<file path="src/rtl/csa_pkg.sv">
// Shared definitions for the sequential carry-select subtractor:
// FSM state encoding and the slice-count / index-width helpers.
package csa_pkg;

    typedef logic [1:0] state_t;

    localparam state_t IDLE = 2'd0;
    localparam state_t CALC = 2'd1;
    localparam state_t DONE = 2'd2;

    // Number of CHUNK-bit slices making up one WIDTH-bit operand.
    function automatic int nchunk_f(input int width, input int chunk);
        return width / chunk;
    endfunction

    // Width of the slice index; a single slice still needs a 1-bit index.
    function automatic int idx_width_f(input int nchunk);
        return (nchunk > 1) ? $clog2(nchunk) : 1;
    endfunction

endpackage

</file>
<file path="src/rtl/csa_chunk.sv">
// CHUNK-bit carry-select slice: two ripple chains, one assuming carry-in 0
// and one assuming carry-in 1, evaluated in parallel. carry_sel picks the
// sum and carry-out of the chain that matches the real incoming carry.
module csa_chunk #(
    parameter int CHUNK = 4
) (
    input  logic [CHUNK-1:0] a,
    input  logic [CHUNK-1:0] b,
    input  logic             carry_sel,
    output logic [CHUNK-1:0] sum,
    output logic             cout
);

    logic [CHUNK:0]   c0_s;
    logic [CHUNK:0]   c1_s;
    logic [CHUNK-1:0] s0_s;
    logic [CHUNK-1:0] s1_s;

    assign c0_s[0] = 1'b0;
    assign c1_s[0] = 1'b1;

    for (genvar i = 0; i < CHUNK; i++) begin : g_bit
        full_adder u_fa0 (
            .a    (a[i]),
            .b    (b[i]),
            .cin  (c0_s[i]),
            .s    (s0_s[i]),
            .cout (c0_s[i+1])
        );
        full_adder u_fa1 (
            .a    (a[i]),
            .b    (b[i]),
            .cin  (c1_s[i]),
            .s    (s1_s[i]),
            .cout (c1_s[i+1])
        );
    end

    // Select the precomputed chain matching the incoming carry.
    always_comb begin
        if (carry_sel) begin
            sum  = s1_s;
            cout = c1_s[CHUNK];
        end else begin
            sum  = s0_s;
            cout = c0_s[CHUNK];
        end
    end

endmodule

</file>
<file path="src/rtl/full_adder.sv">
// One-bit full adder cell used to build the carry-select slices.
module full_adder (
    input  logic a,
    input  logic b,
    input  logic cin,
    output logic s,
    output logic cout
);

    assign s    = a ^ b ^ cin;
    assign cout = (a & b) | (cin & (a ^ b));

endmodule

</file>
<file path="src/rtl/csa_subtractor_seq.sv">
// Multi-cycle subtractor: diff = a - b - bin (mod 2^WIDTH) with borrow out.
// Computes a + ~b + ~bin one CHUNK-bit carry-select slice per cycle.
// Optional build macro CSA_SUB_OVF_EN adds the signed overflow output ovf.
module csa_subtractor_seq
    import csa_pkg::*;
#(
    parameter int WIDTH = 16,
    parameter int CHUNK = 4
) (
    input  logic             clk,
    input  logic             rst,
    input  logic             in_valid,
    output logic             in_ready,
    input  logic [WIDTH-1:0] a,
    input  logic [WIDTH-1:0] b,
    input  logic             bin,
    output logic             out_valid,
    input  logic             out_ready,
    output logic [WIDTH-1:0] diff,
`ifdef CSA_SUB_OVF_EN
    output logic             bout,
    output logic             ovf
`else
    output logic             bout
`endif
);

    localparam int NCHUNK = nchunk_f(WIDTH, CHUNK);
    localparam int IW     = idx_width_f(NCHUNK);

    state_t                         state_q, state_d;
    logic [NCHUNK-1:0][CHUNK-1:0]   a_q, a_d;
    logic [NCHUNK-1:0][CHUNK-1:0]   nb_q, nb_d;
    logic [NCHUNK-1:0][CHUNK-1:0]   diff_q, diff_d;
    logic                           carry_q, carry_d;
    logic [IW-1:0]                  idx_q, idx_d;
    logic                           bout_q, bout_d;
`ifdef CSA_SUB_OVF_EN
    logic                           ovf_q, ovf_d;
`endif

    logic [CHUNK-1:0] sum_s;
    logic             cout_s;
    logic             last_s;

    assign last_s = (idx_q == IW'(NCHUNK - 1));

    csa_chunk #(.CHUNK(CHUNK)) u_chunk (
        .a         (a_q[idx_q]),
        .b         (nb_q[idx_q]),
        .carry_sel (carry_q),
        .sum       (sum_s),
        .cout      (cout_s)
    );

    // State and datapath registers with synchronous reset.
    always_ff @(posedge clk) begin
        if (rst) begin
            state_q <= IDLE;
            a_q     <= '0;
            nb_q    <= '0;
            diff_q  <= '0;
            carry_q <= 1'b0;
            idx_q   <= '0;
            bout_q  <= 1'b0;
`ifdef CSA_SUB_OVF_EN
            ovf_q   <= 1'b0;
`endif
        end else begin
            state_q <= state_d;
            a_q     <= a_d;
            nb_q    <= nb_d;
            diff_q  <= diff_d;
            carry_q <= carry_d;
            idx_q   <= idx_d;
            bout_q  <= bout_d;
`ifdef CSA_SUB_OVF_EN
            ovf_q   <= ovf_d;
`endif
        end
    end

    // Next-state logic: accept in IDLE, step slices in CALC, wait for the consumer in DONE.
    always_comb begin
        state_d = state_q;
        case (state_q)
            IDLE: begin
                if (in_valid) state_d = CALC;
                else          state_d = IDLE;
            end
            CALC: begin
                if (last_s) state_d = DONE;
                else        state_d = CALC;
            end
            DONE: begin
                if (out_ready) state_d = IDLE;
                else           state_d = DONE;
            end
            default: state_d = IDLE;
        endcase
    end

    // Datapath: latch operands on accept, then write one selected slice per CALC cycle.
    always_comb begin
        a_d     = a_q;
        nb_d    = nb_q;
        diff_d  = diff_q;
        carry_d = carry_q;
        idx_d   = idx_q;
        bout_d  = bout_q;
`ifdef CSA_SUB_OVF_EN
        ovf_d   = ovf_q;
`endif
        case (state_q)
            IDLE: begin
                if (in_valid) begin
                    a_d     = a;
                    nb_d    = ~b;
                    carry_d = ~bin;
                    idx_d   = '0;
                end else begin
                    idx_d   = '0;
                end
            end
            CALC: begin
                diff_d[idx_q] = sum_s;
                carry_d       = cout_s;
                idx_d         = idx_q + IW'(1);
                if (last_s) begin
                    bout_d = ~cout_s;
`ifdef CSA_SUB_OVF_EN
                    // Operand signs differ (a MSB equals inverted-b MSB) and result sign differs from a.
                    ovf_d  = (a_q[NCHUNK-1][CHUNK-1] == nb_q[NCHUNK-1][CHUNK-1]) &&
                             (sum_s[CHUNK-1] != a_q[NCHUNK-1][CHUNK-1]);
`endif
                end else begin
                    bout_d = bout_q;
                end
            end
            DONE: begin
                idx_d = '0;
            end
            default: begin
                idx_d = '0;
            end
        endcase
    end

    // Handshake outputs decoded straight from the state register.
    always_comb begin
        in_ready  = 1'b0;
        out_valid = 1'b0;
        case (state_q)
            IDLE:    in_ready  = 1'b1;
            CALC:    in_ready  = 1'b0;
            DONE:    out_valid = 1'b1;
            default: in_ready  = 1'b0;
        endcase
    end

    assign diff = diff_q;
    assign bout = bout_q;
`ifdef CSA_SUB_OVF_EN
    assign ovf  = ovf_q;
`endif

endmodule

</file>
<file path="config.mk">
export PLATFORM = sky130hd
export DESIGN_NAME = csa_subtractor_seq
export DESIGN_NICKNAME = d
export VERILOG_FILES = /design/src/rtl/csa_pkg.sv /design/src/rtl/csa_chunk.sv /design/src/rtl/full_adder.sv /design/src/rtl/csa_subtractor_seq.sv
export SDC_FILE = /design/constraint.sdc
export NUM_CORES = 1
export LEC_CHECK = 0
export CAP_MARGIN = 20
export CORE_MARGIN = 2
export CORE_UTILIZATION = 30
export DETAILED_ROUTE_END_ITERATION = 12
export SETUP_SLACK_MARGIN = 0.3
export SLEW_MARGIN = 20
export SYNTH_ARGS = -nofsm -noshare
export SYNTH_HDL_FRONTEND = slang
export SYNTH_SLANG_ARGS = --single-unit
</file>
<file path="constraint.sdc">
create_clock -name clk -period 3.3 [get_ports clk]
set_clock_uncertainty 0.2 [all_clocks]
set_input_delay 0.66 -clock clk [delete_from_list [all_inputs] [get_ports clk]]
set_output_delay 0.66 -clock clk [all_outputs]
set_load 0.05 [all_outputs]
</file>
## Word level (Yosys, flattened, before mapping)

Cells that the tools add are included.

| word-level totals | value |
|---|---|
| bits in writable memories | 0 |
| ROM bits | 0 |
| bits of input ports | 37 |
| latch bits | 0 |
| memories | 0 |
| output and inout bits | 19 |
| word-level logic and storage cells | 79 |
| register bits | 54 |

| operators by class | value |
|---|---|
| $lt $le $gt $ge | 2 |
| bitwise gates (word level) | 32 |
| divide/modulo/power cells | 0 |
| shift-type cells | 0 |
| $add $sub $neg | 1 |
| reductions and logical operators | 7 |
| equal/unequal tests | 4 |
| $mul | 0 |
| muxes and demuxes | 17 |

Operators by type and width:

| operator | number |
|---|---|
| binary-select mux 4 bit (select 2 bit) | 2 |
| bitwise mux 16 bit | 1 |
| 2-to-1 mux 4 bit | 4 |
| inverter 16 bit | 1 |
| bitwise AND 1 bit | 10 |
| XOR 1 bit | 10 |
| demux 4 bit (select 2 bit) | 1 |
| bitwise OR 1 bit | 7 |
| one-hot mux 2 bit (3 select lines) | 1 |
| AND reduction 2 bit | 3 |
| 2-to-1 mux 1 bit | 5 |
| == test 2 bit (second input constant) | 2 |
| 2-to-1 mux 2 bit | 2 |
| inverter 1 bit | 4 |
| < comparator 2 x 3 -> 1 bit (second input constant) | 1 |
| adder 2 x 1 -> 2 bit (second input constant) | 1 |
| == test 2 x 1 -> 1 bit (second input constant) | 1 |
| greater-or-equal comparator 2 x 1 -> 1 bit (second input constant) | 1 |
| logical NOT 2 bit | 1 |
| inequality test 2 bit (second input constant) | 1 |
| one-hot mux 1 bit (2 select lines) | 1 |
| nonzero test 2 bit | 1 |
| OR reduction 2 bit | 1 |
| logical AND 1 bit | 1 |

## Logic depth before layout (Yosys ltp)

Gate-level depths: netlist (run 1).

| depth | value |
|---|---|
| depth in word-level cells | 12 |
| gate-level depth with buffers | 12 |
| mapped depth without buffers | 11 |

## Cells and area by module

A second synthesis (run 1) with hierarchy kept.

| second synthesis, totals | value |
|---|---|
| cells, all modules | 235 |
| area total of the unflattened synthesis | 2,402.3 um^2 |

Modules (own cells, without submodules):

| module | area an instance (um^2) | cells an instance | sequential area each (um^2) | times used |
|---|---|---|---|---|
| csa_subtractor_seq | 2,178.3 | 220 | 1,081.0 | 1 |
| full_adder | 20.0 | 1 | 0.0 | 8 |
| csa_chunk | 63.8 | 7 | 0.0 | 1 |

## Worst setup path after synthesis (run 1)

No wires, ideal clock.

| timing | value |
|---|---|
| path kind | register to register |
| start | reg idx_q[0] |
| end | reg diff_q, in the netlist diff[11] |
| data arrival time | 2.765 ns |
| path buffers | 1 |
| cell stages (with the launch flop) | 11 |
| clock period less this slack | 3.092 ns |
| slack | 0.208 ns |
| library setup time | 0.128 ns |
| required time | 2.972 ns |
| cells stage by stage | dfxtp_1 buf_2 mux4_2 ha_1 o21ai_0 fa_1 inv_1 fa_1 fa_1 mux2i_1 nor2_1 |

| on the way | value |
|---|---|
| cells in the longest elaborated chain, start to end | 11 |
| elaborated cells between the ends (all ways) | 29 |
| classes of those cells | order compare: 2; mux: 8; bitwise: 18; reduce/logical: 1 |

RTL lines:

| what | RTL line | source |
|---|---|---|
| from (decl) | csa_subtractor_seq.sv:36 | `logic [IW-1:0] idx_q, idx_d;` |
| from (signal assigned) | csa_subtractor_seq.sv:75 | `idx_q <= idx_d;` |
| binary-select mux 4 bit (select 2 bit), on equally long branches | csa_subtractor_seq.sv:49, csa_subtractor_seq.sv:50 |  |
| 2-to-1 mux 4 bit, on equally long branches | csa_subtractor_seq.sv:49, csa_subtractor_seq.sv:50 |  |
| bitwise AND 1 bit or XOR 1 bit (tied branches) | full_adder.sv:11 | `assign cout = (a & b) \| (cin & (a ^ b));` |
| bitwise OR 1 bit | full_adder.sv:11 |  |
| bitwise AND 1 bit | full_adder.sv:11 |  |
| bitwise OR 1 bit | full_adder.sv:11 |  |
| bitwise AND 1 bit | full_adder.sv:11 |  |
| bitwise OR 1 bit | full_adder.sv:11 |  |
| XOR 1 bit | full_adder.sv:10 | `assign s = a ^ b ^ cin;` |
| 2-to-1 mux 4 bit * | csa_chunk.sv:41 | `if (carry_sel) begin` |
| named net sum_s[3] | csa_subtractor_seq.sv:42 | `logic [CHUNK-1:0] sum_s;` |
| bitwise mux 16 bit * | csa_subtractor_seq.sv:126 | `diff_d[idx_q] = sum_s;` |
| to (signal assigned) | csa_subtractor_seq.sv:73 | `diff_q <= diff_d;` |
| to (decl) | csa_subtractor_seq.sv:34 | `logic [NCHUNK-1:0][CHUNK-1:0] diff_q, diff_d;` |

Mark *: on every way through the listed nets, which the timed path passes. The rest lies on a longest branch. The select of a mux whose other input is x is not followed.
A chain may end at the register's enable or synchronous reset.

## Final worst setup path (run 1)

| timing | value |
|---|---|
| start | reg idx_q[0] |
| end | reg diff_q, in the netlist diff[15] |

Same word-level chain as after synthesis.

==> results_dict.tcl, run 1 <==
set metrics [dict create \
    coreArea_mm2 0.007331 \
    die_area_mm2 0.008373 \
    hold_depth 2 \
    finalPower_mw 1.354 \
    grt_max_degree 55 \
    syn_area_per_cell_um2 9.693 \
    slew_headroom_pct 34.14 \
    fin_setup_tns_ns 0 \
    via_per_inst 4.449 \
    ctsLongestPathBuffers 2 \
    drc_errors 0 \
    cts.clk_slew.worst_paths_ns 0.09 \
    required_ns 3.27 \
    period_share_pct 86.56 \
    critical_path_peak_fanout 5 \
    cap_violations 0 \
    max_freq_mhz 350.1 \
    ios 56 \
    initial_utilization_pct 31.34 \
    drive_gt1_share_pct 10.21 \
    cts_buffers 5 \
    tightest_slew_ns 0.9879 \
    synth_area_mm2 0.002297 \
    layout_common_cells "54 x clkdlybuf4s50_1, 53 x dfxtp_1, 37 x nor2_1" \
    grt_pass1_vias 1618 \
    cp_cell_sequence "mux4_2 -> ha_1 -> o21ai_2 -> fa_2 -> inv_1 -> fa_2 -> fa_2 -> mux2i_1 -> nor2_1" \
    syn2layout_area_growth_pct 31.15 \
    final_nets 329 \
    die_h_um 91.51 \
    outcome "finished, final reports clean" \
    synth_cells 237 \
    clock_sinks 54 \
    hpwl_mm 3.402 \
    hold_class "register to register" \
    htree_num_levels 2 \
    n_antenna_cell 0 \
    portBuffers 55 \
    combPwrFrac_pct 16.7 \
    placed_cells 373 \
    path_depth 9 \
    powerDensity_mw_per_mm2 449.3 \
    drt-total-wl_mm 4.737 \
    final_common_cell "clkdlybuf4s50_1" \
    yosysSeqAreaShare_pct 47.06 \
    reg2reg_depth 9 \
    num_rows 31 \
    antenna_left 0 \
    critPathMaxStageDelay_ns 0.51 \
    p_leak_nw 1.085 \
    finalNonFillerCells 383 \
    peakVddDrop_v 0.0001708 \
    finalHoldViolCount 0 \
    arrival_ns 2.83 \
    cp-start-kind "register" \
    p_seq_share_pct 52.4 \
    cpMostUsedCell "fa_2" \
    wire_per_inst_um 12.37 \
    ys_types 26 \
    p_switching_uw 344.5 \
    synthesis.nets 283 \
    p_clk_share_pct 30.9 \
    antenna_found_initial 0 \
    grt_usage_pct 11.76 \
    crit_path_end_kind "register" \
    crit_buf_inv 1 \
    grt_pass1_wl_mm 7.824 \
    insertion_delay_ns 0.31 \
    place.gp.congestion 0.7198 \
    synth_warnings 0 \
    die_x_um 91.51 \
    cts_tree "done" \
    criticalPathCategory "register to register" \
    min_period_ns 2.857 \
    clockRootBuffer "clkbuf_8" \
    timing.critical_path.slowest_stage_cell "mux4_2" \
    switching_share_pct 25.45 \
    ys_seq_elements 54 \
    first_pass_iters 4 \
    path_delay_family "adder cells" \
    vias 1704 \
    grt_remaining_overflow 0 \
    dr.first_iter.drc_count 62 \
    intPower_mw 1.009 \
    slew_viol_final 0 \
    setup_viol_count_final 0 \
    rsz0062_at_grt "no" \
]
## stage by stage
| step | setup slack, ns | cell area, um^2 | util, % | hold WS [ns] |
|---|---|---|---|---|
| global route | 0.3137 | 3013 | 41.10 | 0.2836 |
| detailed placement | 0.09568 | 2873 | 39.19 | 0.2493 |
| floorplan | 0.3106 | 2303 | - | 0.2331 |
| CTS | 0.3138 | 3005 | 41.00 | 0.2625 |
| global placement | 0.2218 | 2873 | 39.19 | 0.2415 |
| finish | 0.4434 | 3013 | 41.10 | 0.2578 |
## path summary, 6_finish.rpt
path / start / to / slack (ns)
max reg2reg: idx_q[0]$_SDFF_PP0_ / diff[15]$_SDFFE_PP0P_ / 0.44
min reg2reg: a_q[11]$_SDFFE_PP0P_ / a_q[11]$_SDFFE_PP0P_ / 0.26
max: idx_q[0]$_SDFF_PP0_ / diff[15]$_SDFFE_PP0P_ / 0.44
min: a_q[11]$_SDFFE_PP0P_ / a_q[11]$_SDFFE_PP0P_ / 0.26
## worst min-delay path: cells and delay by family (launching register included)
| kind | cells | cell delay (ns) |
|---|---|---|
| compound gates | 1 | 0.05 |
| flops | 1 | 0.31 |
| simple gates | 1 | 0.05 |
## layout make-up
cell class,count,area (um^2)
fill,731,4318
clock buffer,8,110.1
multi-input combinational,153,1077
tap,99,123.9
timing repair buffer,60,583.1
inverter,9,33.78
sequential,54,1085
## synthesized netlist by cell type
master	instances	area, um^2
fa_1	3	60.06
o21ba_2	1	10.01
buf_4	3	22.52
nor3_1	2	10.01
nor2b_1	1	6.260
nand2b_1	1	6.260
or3b_1	1	8.760
nand2_1	33	123.9
dfxtp_1	54	1081
clkbuf_1	6	22.52
nor3b_4	1	18.77
o21ai_0	1	5.000
nor3b_1	1	7.510
a211oi_1	25	187.7
mux2i_1	9	90.09
a21oi_1	17	85.08
buf_1	1	3.750
ha_1	6	75.07
a2111oi_0	1	8.760
nor2_1	37	138.9
inv_1	9	33.78
buf_6	2	22.52
and3b_1	4	35.03
xnor2_1	1	8.760
buf_2	9	45.04
mux4_2	8	180.2
## metal layers
metal  vias to the layer above  GRT usage (%)  wire [um]
li1                        896              -          -
met1                       757          15.97       2308
met2                        46          18.14       2133
met3                         5          2.905        238
met4                         0          4.167         56
met5                         -              0          0
## state kept, by name (all words and copies together), names as in the netlist
signal,count
a_q,16
bout,1
carry_q,1
diff,16
idx_q,2
nb_q,16
state_q,2
## power by group through the flow
stage | clock [mW] | sequential (mW) | combinational (mW)
2_1_floorplan | 0 | 0.738 | 0.127
3_3_place_gp | 0 | 0.725 | 0.220
3_5_place_dp | 0 | 0.725 | 0.222
4_1_cts | 0.433 | 0.709 | 0.226
5_1_grt | 0.459 | 0.715 | 0.250
6_report | 0.419 | 0.709 | 0.226
## logic make-up after synthesis
family / after synthesis / share of synthesized area (%)
flip-flops: 54 / 47.06
XOR/XNOR: 1 / 0.3813
multiplexers: 17 / 11.76
adder cells (fa/ha/maj): 9 / 5.882
AO/OA/AOI/OAI: 45 / 12.91
AND/OR/NAND/NOR: 81 / 15.47
buffers and inverters: 30 / 6.535
## timing repair
action                                  4_1_cts  5_1_grt
buffers inserted                              2        0
hold buffers                                  0        0
pin swaps                                     1        1
gates resized for setup                       4        3
endpoints found under the setup margin        6        4
(Power assumes the default switching activity.)
==> run 2: changes to the inputs <==
--- a/config.mk
+++ b/config.mk
@@ -7,8 +7,9 @@
 export LEC_CHECK = 0
 export CAP_MARGIN = 20
 export CORE_MARGIN = 2
-export CORE_UTILIZATION = 30
+export CORE_UTILIZATION = 40
 export DETAILED_ROUTE_END_ITERATION = 12
+export PLACE_DENSITY = 0.69
 export SETUP_SLACK_MARGIN = 0.3
 export SLEW_MARGIN = 20
 export SYNTH_ARGS = -nofsm -noshare
==> results_dict.tcl, run 2 (same netlist as run 1, synthesis figures left out) <==
set metrics [dict create \
    worstReg2RegStart "idx_q[0]$_SDFF_PP0_" \
    clockRootBuffer "clkbuf_8" \
    period_share_pct 87.63 \
    cp_cell_sequence "mux4_2 -> ha_2 -> o21ai_2 -> fa_2 -> inv_2 -> fa_2 -> fa_2 -> mux2i_1 -> nor2_1" \
    powerDensity_mw_per_mm2 435.9 \
    timing.critical_path.slowest_stage_cell "mux4_2" \
    postCtsSetupBuffers 0 \
    grt_remaining_overflow 0 \
    r2r-end "diff[7]$_SDFFE_PP0P_" \
    r2r_slack_ns 0.41 \
    switching_share_pct 26.57 \
    num_rows 27 \
    combPwrFrac_pct 17.8 \
    drive_gt1_share_pct 11.66 \
    fin_setup_tns_ns 0 \
    postLayoutCoreUtil_pct 53.52 \
    coreArea_mm2 0.005540 \
    place.gp.congestion 0.7502 \
    die_x_um 79.78 \
    required_ns 3.25 \
    finalNonFillerCells 355 \
    hpwl_mm 3.344 \
    ios 56 \
    min_period_ns 2.892 \
    fillCellCount 554 \
    via_per_inst 4.870 \
    outcome "finished, final reports clean" \
    n_antenna_cell 0 \
    die_area_mm2 0.006365 \
    htree_num_levels 2 \
    grt_max_degree 55 \
    cts_tree "done" \
    finalPower_mw 1.293 \
    reg2reg_depth 9 \
    final_common_cell "clkdlybuf4s50_1" \
    slew_headroom_pct 34.55 \
    critPathMaxStageDelay_ns 0.53 \
    p_leak_nw 1.064 \
    grt_pass1_wl_mm 7.514 \
    ctsHoldBuffers 0 \
    arrival_ns 2.85 \
    grt_usage_pct 15.53 \
    layout_common_cells "54 x clkdlybuf4s50_1, 53 x dfxtp_1, 37 x nor2_1" \
    wire_per_inst_um 12.99 \
    dr.first_iter.drc_count 41 \
    final_nets 328 \
    tightest_slew_ns 0.9817 \
    hold_class "register to register" \
    portBuffers 55 \
    cp-start-kind "register" \
    critical_path_peak_fanout 4 \
    grt_pass1_vias 1629 \
    antenna_left 0 \
    finalHoldViolCount 0 \
    crit_path_end "diff[7]$_SDFFE_PP0P_" \
    p_seq_share_pct 54.9 \
    p_clk_share_pct 27.4 \
    crit_path_end_kind "register" \
    peakVddDrop_v 0.0002356 \
    first_pass_iters 5 \
    cts.clk_slew.worst_paths_ns 0.09 \
    fin_area_mm2 0.002965 \
    rsz0062_at_grt "yes" \
    p_switching_uw 343.5 \
    cts_buffers 5 \
    syn2layout_area_growth_pct 29.08 \
    clock_sinks 54 \
    drt-total-wl_mm 4.610 \
    cap_violations 0 \
    vias 1729 \
    intPower_uw 949.1 \
    criticalPathCategory "register to register" \
    die_h_um 79.78 \
    dpl_cell_area_mm2 0.002846 \
    max_freq_mhz 345.8 \
    placed_cells 347 \
    ctsLongestPathBuffers 2 \
    startpoint "idx_q[0]$_SDFF_PP0_" \
    antenna_found_initial 0 \
    initial_utilization_pct 41.46 \
    slew_viol_final 0 \
    insertion_delay_ns 0.31 \
    setup_viol_count_final 0 \
    drc_errors 0 \
    cpMostUsedCell "fa_2" \
]
run 2: cell types whose count changed in the layout (fill, tap and decap cells not counted), sizes merged:
cell / delta
buf: -1
clkbuf: -2
clkinv: +2
run 2: worst min path at each step:
stage	start	to	slack, ns	cells after the start
after CTS	a_q[10]$_SDFFE_PP0P_	a_q[10]$_SDFFE_PP0P_	0.26	2
after global placement	a_q[14]$_SDFFE_PP0P_	a_q[14]$_SDFFE_PP0P_	0.24	2
after floorplan	a_q[10]$_SDFFE_PP0P_	a_q[10]$_SDFFE_PP0P_	0.23	2
final	a_q[14]$_SDFFE_PP0P_	a_q[14]$_SDFFE_PP0P_	0.26	2
after detailed placement	a_q[10]$_SDFFE_PP0P_	a_q[10]$_SDFFE_PP0P_	0.25	2
after global routing	a_q[10]$_SDFFE_PP0P_	a_q[10]$_SDFFE_PP0P_	0.28	2
run 2: worst max-delay path: cells and delay by family (launching register included):
| family | cells | cell delay, ns |
|---|---|---|
| AO/OA/AOI/OAI | 1 | 0.13 |
| adder cells (fa/ha/maj) | 4 | 1.25 |
| buffers and inverters | 1 | 0.04 |
| flip-flops | 1 | 0.38 |
| multiplexers | 2 | 0.68 |
| AND/OR/NAND/NOR | 1 | 0.06 |
run 2: stage by stage:
step           hold WS [ns]  setup slack [ns]
2_1_floorplan        0.2331            0.3106
3_3_place_gp         0.2405            0.3362
3_5_place_dp         0.2455            0.2272
4_1_cts              0.2583            0.3260
5_1_grt              0.2758            0.3040
6_report             0.2563            0.4083
run 2: cell type report:
cell class              count  area [um^2]  area share [%]
clock buffers               6        72.57           2.447
clock inverters             2        13.76          0.4641
multi-input cells         153         1095           36.92
repair buffers             59        575.6           19.41
inverters                   9        33.78           1.139
well taps                  72        90.09           3.038
flip-flops and latches     54         1085           36.58
run 2: layer usage:
layer	track usage [%]	vias to the layer above	share of wire [%]
li1	-	889	-
met1	19.17	797	46
met2	25.80	41	48
met3	4.864	2	4.9
met4	5.085	0	0.67
met5	0	-	0
run 2: power groups by stage:
| stage | combinational, mW | clock (mW) | sequential, mW |
|---|---|---|---|
| 5_1_grt | 0.250 | 0.398 | 0.714 |
| 3_5_place_dp | 0.224 | 0 | 0.725 |
| 6_report | 0.229 | 0.354 | 0.709 |
| 3_3_place_gp | 0.218 | 0 | 0.724 |
| 4_1_cts | 0.224 | 0.368 | 0.710 |
| 2_1_floorplan | 0.127 | 0 | 0.738 |
run 2: timing repair:
item                                    CTS  global route
pin swaps                                 0             1
endpoints found under the setup margin    4             5
resized for setup                         2            12
==> run 3: changes to the inputs <==
--- a/config.mk
+++ b/config.mk
@@ -6,12 +6,16 @@
 export NUM_CORES = 1
 export LEC_CHECK = 0
 export CAP_MARGIN = 20
+export CELL_PAD_IN_SITES_DETAIL_PLACEMENT = 0
+export CELL_PAD_IN_SITES_GLOBAL_PLACEMENT = 1
 export CORE_MARGIN = 2
-export CORE_UTILIZATION = 40
+export CORE_UTILIZATION = 33
 export DETAILED_ROUTE_END_ITERATION = 12
-export PLACE_DENSITY = 0.69
+export PLACE_DENSITY_LB_ADDON = 0.1
+export RECOVER_POWER = 50
 export SETUP_SLACK_MARGIN = 0.3
 export SLEW_MARGIN = 20
 export SYNTH_ARGS = -nofsm -noshare
 export SYNTH_HDL_FRONTEND = slang
 export SYNTH_SLANG_ARGS = --single-unit
+export TNS_END_PERCENT = 20
==> results_dict.tcl, run 3 (same netlist as run 1, synthesis figures left out) <==
set metrics [dict create \
    outcome "finished, final reports clean" \
    place.gp.congestion 0.7062 \
    final_nets 329 \
    p_switching_uw 345.4 \
    initial_utilization_pct 34.00 \
    max_freq_mhz 342.4 \
    slew_viol_final 0 \
    wire_per_inst_um 13.32 \
    cap_violations 0 \
    postCtsSetupBuffers 0 \
    powerDensity_mw_per_mm2 465.5 \
    drive_gt1_share_pct 8.481 \
    cts_buffers 5 \
    fin_setup_tns_ns 0 \
    hold_class "register to register" \
    syn2layout_area_growth_pct 29.30 \
    finalHoldViolCount 0 \
    cts_tree "done" \
    p_clk_share_pct 32.6 \
    clockRootBuffer "clkbuf_8" \
    via_per_inst 4.755 \
    grt_usage_pct 13.33 \
    die_h_um 87.44 \
    grt_pass1_wl_mm 7.879 \
    die_x_um 87.44 \
    dr.first_iter.drc_count 23 \
    p_leak_nw 1.076 \
    intPower_mw 1.037 \
    switching_share_pct 24.98 \
    die_area_mm2 0.007645 \
    dpl_cell_area_mm2 0.002864 \
    htree_num_levels 2 \
    drc_errors 0 \
    vias 1726 \
    rsz0062_at_grt "yes" \
    clock_sinks 54 \
    cp-start-kind "register" \
    ctsLongestPathBuffers 2 \
    grt_remaining_overflow 0 \
    first_pass_iters 3 \
    drt-total-wl_mm 4.835 \
    placed_cells 356 \
    coreArea_mm2 0.006756 \
    ios 56 \
    antenna_found_initial 0 \
    fin_area_mm2 0.002970 \
    p_seq_share_pct 51.2 \
    peakVddDrop_v 0.0001927 \
    layout_common_cells "53 x dfxtp_1, 53 x clkdlybuf4s50_1, 37 x nor2_1" \
    critical_path_peak_fanout 4 \
    cts.clk_slew.worst_paths_ns 0.09 \
    arrival_ns 2.87 \
    grt_max_degree 50 \
    antenna_left 0 \
    required_ns 3.25 \
    tightest_slew_ns 1.314 \
    period_share_pct 88.49 \
    criticalPathCategory "register to register" \
    portBuffers 55 \
    min_period_ns 2.920 \
    crit_path_end_kind "register" \
    postLayoutCoreUtil_pct 43.96 \
    slew_headroom_pct 12.39 \
    combPwrFrac_pct 16.1 \
    hpwl_mm 3.529 \
    insertion_delay_ns 0.30 \
    setup_viol_count_final 0 \
    finalNonFillerCells 363 \
    grt_pass1_vias 1609 \
    n_antenna_cell 0 \
    num_rows 30 \
]
==> run 3: through the flow <==
stage	worst slack (ns)	hold slack, ns	power [mW]
final	0.3797	0.2573	1.383
after floorplan	0.3106	0.2331	0.8655
after CTS	0.3510	0.2604	1.406
after detailed placement	0.2374	0.2468	0.9511
after global routing	0.2066	0.2837	1.456
after global placement	0.3296	0.2420	0.9490
==> run 3: area by class of cell <==
type | instances | area (um^2)
clock buffer | 6 | 82.58
clock inverter | 1 | 30.03
fill | 690 | 3786
inverter | 9 | 33.78
multi-input combinational | 153 | 1064
sequential | 54 | 1085
tap | 80 | 100.1
timing repair buffer | 60 | 575.6
==> run 3: power groups by stage <==
stage | clock network, mW | logic [mW] | registers [mW]
3_5_place_dp | 0 | 0.226 | 0.725
4_1_cts | 0.469 | 0.227 | 0.710
5_1_grt | 0.497 | 0.245 | 0.714
3_3_place_gp | 0 | 0.225 | 0.724
6_report | 0.451 | 0.223 | 0.708
2_1_floorplan | 0 | 0.127 | 0.738
==> run 3: repair_timing <==
action	CTS	global route
hold buffers	0	0
endpoints found under the setup margin	4	5
gates resized for setup	2	4
endpoints found under the hold margin	0	0
pin swaps	0	1
==> run 3: worst max-delay path, cell delays in order (launching register included) <==
cell	delay [ns]
dfxtp_4	0.38
mux4_2	0.52
inv_1	0.07
ha_1	0.13
nand2_1	0.06
o21ai_2	0.07
fa_2	0.20
inv_1	0.05
fa_2	0.34
fa_1	0.52
mux2i_1	0.17
nor2_1	0.05
==> run 3: path summary, 6_finish.rpt <==
path	depth (start not counted)	start	end	slack, ns
worst max register to register	11	idx_q[0]$_SDFF_PP0_	diff[11]$_SDFFE_PP0P_	0.38
worst max-delay path	11	idx_q[0]$_SDFF_PP0_	diff[11]$_SDFFE_PP0P_	0.38
worst min register to register	2	a_q[14]$_SDFFE_PP0P_	a_q[14]$_SDFFE_PP0P_	0.26
worst min-delay path	2	a_q[14]$_SDFFE_PP0P_	a_q[14]$_SDFFE_PP0P_	0.26
==> run 3: per-layer routing <==
metal	GRT usage (%)	part of all wire, %
met1	17.80	48
met2	20.94	46
met3	3.981	4.4
met4	3.776	1.2
met5	0	0
